File: config.mk
export PLATFORM = sky130hd
export DESIGN_NAME = regfile_mp
export DESIGN_NICKNAME = d
export VERILOG_FILES = /design/src/rtl/regfile_mp.sv
export SDC_FILE = /design/constraint.sdc
export NUM_CORES = 2
export LEC_CHECK = 0
export CORE_UTILIZATION = 60
export DETAILED_ROUTE_END_ITERATION = 12
export HOLD_SLACK_MARGIN = 0.02
export PLACE_DENSITY = 0.78
export SYNTH_ARGS = -nofsm -noshare
export SYNTH_HDL_FRONTEND = slang
export SYNTH_SLANG_ARGS = --single-unit
File: constraint.sdc
create_clock -name clk -period 5.85 [get_ports clk]
set_input_delay 1.17 -clock clk [delete_from_list [all_inputs] [get_ports clk]]
set_output_delay 1.17 -clock clk [all_outputs]
set_load 0.02 [all_outputs]
File: src/rtl/regfile_mp.sv
// regfile_mp: multi-port register file with per-register pending scoreboard
// and a clear FSM that zeroes the array after reset.
// Ports: clk, rst (sync, active-high); raddr_i/rdata_o/rbusy_o read ports;
// waddr_i/wdata_i/we_i write ports; rsv_i/rsv_addr_i reservation;
// ready_o high once the clear sequence has finished.
// Optional macro REGFILE_BYPASS_EN: same-cycle write-to-read forwarding.
module regfile_mp #(
    parameter int REG_COUNT  = 32,
    parameter int DATA_WIDTH = 32,
    parameter int ADDR_WIDTH = $clog2(REG_COUNT),
    parameter int NUM_READ   = 2,
    parameter int NUM_WRITE  = 2
) (
    input  logic                             clk,
    input  logic                             rst,
    input  logic [NUM_READ*ADDR_WIDTH-1:0]   raddr_i,
    output logic [NUM_READ*DATA_WIDTH-1:0]   rdata_o,
    output logic [NUM_READ-1:0]              rbusy_o,
    input  logic [NUM_WRITE*ADDR_WIDTH-1:0]  waddr_i,
    input  logic [NUM_WRITE*DATA_WIDTH-1:0]  wdata_i,
    input  logic [NUM_WRITE-1:0]             we_i,
    input  logic                             rsv_i,
    input  logic [ADDR_WIDTH-1:0]            rsv_addr_i,
    output logic                             ready_o
);

    typedef enum logic {CLEAR, READY} state_t;

    localparam logic [ADDR_WIDTH-1:0] LAST = ADDR_WIDTH'(REG_COUNT - 1);

    state_t                  state, state_n;
    logic [ADDR_WIDTH-1:0]   cnt, cnt_n;
    logic [DATA_WIDTH-1:0]   regs [REG_COUNT];
    logic [REG_COUNT-1:0]    pend;

    logic [ADDR_WIDTH-1:0]   ra [NUM_READ];
    logic [ADDR_WIDTH-1:0]   wa [NUM_WRITE];
    logic [DATA_WIDTH-1:0]   wd [NUM_WRITE];
    logic [NUM_WRITE-1:0]    wacc;
    logic                    rsv_acc;

    for (genvar k = 0; k < NUM_READ; k++) begin : g_rd
        assign ra[k] = raddr_i[k*ADDR_WIDTH +: ADDR_WIDTH];
    end

    for (genvar j = 0; j < NUM_WRITE; j++) begin : g_wr
        assign wa[j]   = waddr_i[j*ADDR_WIDTH +: ADDR_WIDTH];
        assign wd[j]   = wdata_i[j*DATA_WIDTH +: DATA_WIDTH];
        assign wacc[j] = ready_o && we_i[j] && (wa[j] != '0);
    end

    // Gating with rst drops ready in the same cycle reset is raised.
    assign ready_o = (state == READY) && !rst;
    assign rsv_acc = ready_o && rsv_i && (rsv_addr_i != '0);

    always_ff @(posedge clk) begin
        if (rst) begin
            state <= CLEAR;
            cnt   <= ADDR_WIDTH'(1);
        end else begin
            state <= state_n;
            cnt   <= cnt_n;
        end
    end

    always_comb begin
        state_n = state;
        cnt_n   = cnt;
        unique case (state)
            CLEAR: begin
                if (cnt == LAST) state_n = READY;
                else             cnt_n   = cnt + 1'b1;
            end
            READY: ;
            default: state_n = CLEAR;
        endcase
    end

    // Array has no reset; the CLEAR walk zeroes it one entry per cycle.
    // Later loop iterations override earlier ones: highest port wins.
    always_ff @(posedge clk) begin
        if (state == CLEAR) begin
            regs[cnt] <= '0;
        end else begin
            for (int j = 0; j < NUM_WRITE; j++) begin
                if (wacc[j]) regs[wa[j]] <= wd[j];
            end
        end
    end

    // Reservation is applied after write clears so it wins a collision.
    always_ff @(posedge clk) begin
        if (rst) begin
            pend <= '0;
        end else begin
            for (int j = 0; j < NUM_WRITE; j++) begin
                if (wacc[j]) pend[wa[j]] <= 1'b0;
            end
            if (rsv_acc) pend[rsv_addr_i] <= 1'b1;
        end
    end

    always_comb begin
        rdata_o = '0;
        rbusy_o = '0;
        for (int k = 0; k < NUM_READ; k++) begin
            if (ready_o && (ra[k] != '0)) begin
                rdata_o[k*DATA_WIDTH +: DATA_WIDTH] = regs[ra[k]];
                rbusy_o[k] = pend[ra[k]];
`ifdef REGFILE_BYPASS_EN
                for (int j = 0; j < NUM_WRITE; j++) begin
                    if (wacc[j] && (wa[j] == ra[k])) begin
                        rdata_o[k*DATA_WIDTH +: DATA_WIDTH] = wd[j];
                        rbusy_o[k] = rsv_acc && (rsv_addr_i == ra[k]);
                    end
                end
`endif
            end
        end
    end

endmodule

==> parameters.txt <==
Parameter                              Value

Run status
  Outcome    complete, but fails checks
  Violations in the final reports    capacitance limit, slew limit

Worst setup path
  Signal arrival time at the worst endpoint    4520 ps
  Register-to-register setup slack    1960 ps
  Critical path endpoint category    primary output
  Cell Chain, Critical Path    buf_8 -> nor2b_4 -> buf_4 -> a22oi_1 -> nand3_1 -> nand4_1 -> clkdlybuf4s50_1
  Critical path type    input port to primary output
  Startpoint of the lowest-slack register-to-register path    state
  Worst reg-to-reg path cell count    7
  Largest stage delay on the critical path    1240 ps
  Worst flop-to-flop path endpoint    regs[10][19]
  Origin of the worst setup path    raddr_i[7]
  Timing endpoint of the critical path    rdata_o[62]
  Max stage delay cell, worst path    sky130_fd_sc_hd__nor2b_4
  Biggest fanout along the worst timing path    23
  Critical path startpoint category    input port
  Data required, critical path    4680 ps

STA
  Setup ws final    160.3 ps
  Share of the clock period used by the worst path    97.26%
  Slew at the pin closest to its max-slew limit    1552 ps
  Highest clock frequency the design can meet    175.8 MHz
  Number of failing hold endpoints at the final stage    0
  Number of slew-limit violations in the final report    43
  Setup repair after global routing missed its margin    no
  Crit path time final    5690 ps
  Final count of negative-setup-slack endpoints    0
  Worst hold-check slack    496.7 ps
  Clock Skew    37.29 ps
  Setup_tns    0 ps
  Tightest slew margin relative to the limit    -3.834%

Route
  Number of vias per cell after detailed routing    7.529
  Count of antenna-violating nets left after detailed routing    0
  Average wire per cell in the routed design    35.11 microns
  Detailed Route WL    233.9 mm
  Number of detailed-route iterations in the first pass    7
  Starting DRC count in detailed routing    9088
  Remaining routing DRC violations    0
  Via Count    50169

Placement
  Worst slack at placement    568.2 ps
  Total cell area at the placement stage    66170 sq um
  Placed wire-length estimate after detailed placement    136.5 mm
  GPL Wtd Cong    0.9797
  Total of buffers placed on input and output ports    160
  Cell Count Post-Placement    6456

Global route
  Number of global-route vias before repair    48259
  Pin count of the biggest net entering global routing    103
  Remaining global-route overflow    0
  Total Routing Usage GR    43.22%
  Global-route wire length before repair    330.6 mm
  Antenna violations before repair    15

Logic synthesis
  Share of synthesized area occupied by flip-flops and latches    50.27%
  Cell area after synthesis    62680 sq um
  Distinct cell type count of the synthesized netlist    62
  Net count after synthesis    5402
  Mapped Cells    5306
  Flip-flop and latch count after synthesis    1062
  Syn avg cell area    11.81 sq um
  Most used flip-flop cell after synthesis    sky130_fd_sc_hd__edfxtp_1
  Count of yosys warnings during synthesis    0
  Post-synth EDFFs    1024
  Fraction of registers with async set or reset after synthesis    0%

Clock tree
  Number of buffers created by CTS    109
  Post-cts sizing count    0
  Source-to-sink clock delay at the later pin of the worst-skew pair    730 ps
  Total of hold buffers inserted after clock tree synthesis    0
  Setup bufs post-CTS    0
  Clock tree from TritonCTS    built
  Max Buffers Root-to-Sink    3
  Number of H-tree levels    3
  Clock sink total    1062
  Clock transition at the register clock pins on the worst setup and hold paths after CTS    60 ps
  Root cell of the clock tree    sky130_fd_sc_hd__clkbuf_16

Finish
  Area occupied by multi-input gates    29220 sq um
  Post-layout nets    5283
  FILL cells    7360
  Finished Core Util    67.24%
  FF+latch area    31510 sq um
  Post-route design area    69590 sq um
  Ratio of cells with drive above 1 in the final layout    22.38%
  Area growth from synthesis to layout    11.03%
  Post-route insts no fill    6663

Pwr
  Leakage    24.11 nW
  Power density over cell area    240.6 nW/um^2
  Post-route total power    16.74 mW
  Worst-case vdd ir drop    0.0002239 V

Hold path
  Hold Crit Class    flop to flop

Floorplanning
  Chip width    325.2 microns
  Die outline area    105800 sq um
  I/O pin total    161
  Core area    103500 sq um
  Initial Utilization    60.56%
  Die height    325.2 microns
  Number of placement rows    118

Flow run
  Max-cap viol count    2
## sequential cells by signal (all words and copies together) (netlist names)
register	cells
cnt	5
regs	1024
pend	32
state	1
## metal layers
metal	vias up	GRT usage, %	part of all wire, %
met5	-	0	0.045
met4	14	30.10	8.2
met3	1230	14.83	17
met2	5032	62.93	42
met1	23901	54.16	33
li1	19992	-	-
## worst min-delay path by stage
stage | depth (start not counted) | endpoint | start
final | 1 | pend[0] | pend[0]
after global routing | 1 | pend[0] | pend[0]
after CTS | 1 | pend[0] | pend[0]
after detailed placement | 1 | pend[0] | pend[0]
after global placement | 1 | pend[0] | pend[0]
after floorplan | 1 | pend[0] | pend[0]
## synthesized netlist by cell type (10+ instances only)
cell	instances	area (sq um)
sky130_fd_sc_hd__buf_2	216	1081
sky130_fd_sc_hd__buf_6	11	123.9
sky130_fd_sc_hd__o211ai_1	16	120.1
sky130_fd_sc_hd__a21oi_1	81	405.4
sky130_fd_sc_hd__nor2b_1	15	93.84
sky130_fd_sc_hd__dfxtp_1	38	760.7
sky130_fd_sc_hd__buf_1	28	105.1
sky130_fd_sc_hd__mux2i_1	794	7948
sky130_fd_sc_hd__inv_1	17	63.81
sky130_fd_sc_hd__a22oi_1	333	2500
sky130_fd_sc_hd__clkbuf_1	330	1239
sky130_fd_sc_hd__nor2_1	22	82.58
sky130_fd_sc_hd__nand4_1	69	431.7
sky130_fd_sc_hd__mux4_2	132	2973
sky130_fd_sc_hd__nand2_1	670	2515
sky130_fd_sc_hd__mux2_2	546	6148
sky130_fd_sc_hd__nor3_1	13	65.06
sky130_fd_sc_hd__edfxtp_1	1024	30750
sky130_fd_sc_hd__inv_2	23	86.33
sky130_fd_sc_hd__and3_1	13	81.33
sky130_fd_sc_hd__nand2_2	22	137.6
sky130_fd_sc_hd__o21ai_1	12	60.06
sky130_fd_sc_hd__o21ai_0	532	2663
sky130_fd_sc_hd__nand3_1	227	1136
sky130_fd_sc_hd__nand2_8	10	200.2
## cell usage in the layout (no fill, tap or decap), types with 38 or more instances in the layout
cell type / n
sky130_fd_sc_hd__edfxtp_1: 1024
sky130_fd_sc_hd__mux2i_1: 794
sky130_fd_sc_hd__nand2_1: 670
sky130_fd_sc_hd__mux2_2: 546
sky130_fd_sc_hd__o21ai_0: 514
sky130_fd_sc_hd__a22oi_1: 333
sky130_fd_sc_hd__nand3_1: 212
sky130_fd_sc_hd__buf_4: 170
sky130_fd_sc_hd__clkdlybuf4s50_1: 148
sky130_fd_sc_hd__mux4_2: 132
sky130_fd_sc_hd__clkbuf_16: 111
sky130_fd_sc_hd__a21oi_1: 81
sky130_fd_sc_hd__nand4_1: 69
sky130_fd_sc_hd__dfxtp_1: 38
## critical path: cells and delay by family
kind	cells	cell delay (ps)
simple gates	3	1810
buf+inv	3	1390
compound gates	1	100
## report_power, final
group          internal [mW]  switching (mW)
Combinational          0.525           0.904
Sequential              8.37          0.0671
Clock                   3.85            3.03
Total                   12.7            4.00
## logic make-up after synthesis
| group | share of synthesized area, % |
|---|---|
| compound gates | 9.847 |
| xor+xnor | 0.04193 |
| fa+ha+maj | 0.03992 |
| buf+inv | 4.370 |
| flops | 50.27 |
| mux | 27.23 |
| simple gates | 8.198 |
## area by class of cell
type                            count  area share (%)
Clock inverter                     55          0.6814
Timing Repair Buffer              360           5.120
Inverter                           40          0.2157
Multi-Input combinational cell   3614           41.99
Tap cell                         1380           2.481
Antenna cell                        6         0.02157
Clock buffer                      146           4.209
Sequential cell                  1062           45.28
(Power assumes the default switching activity.)
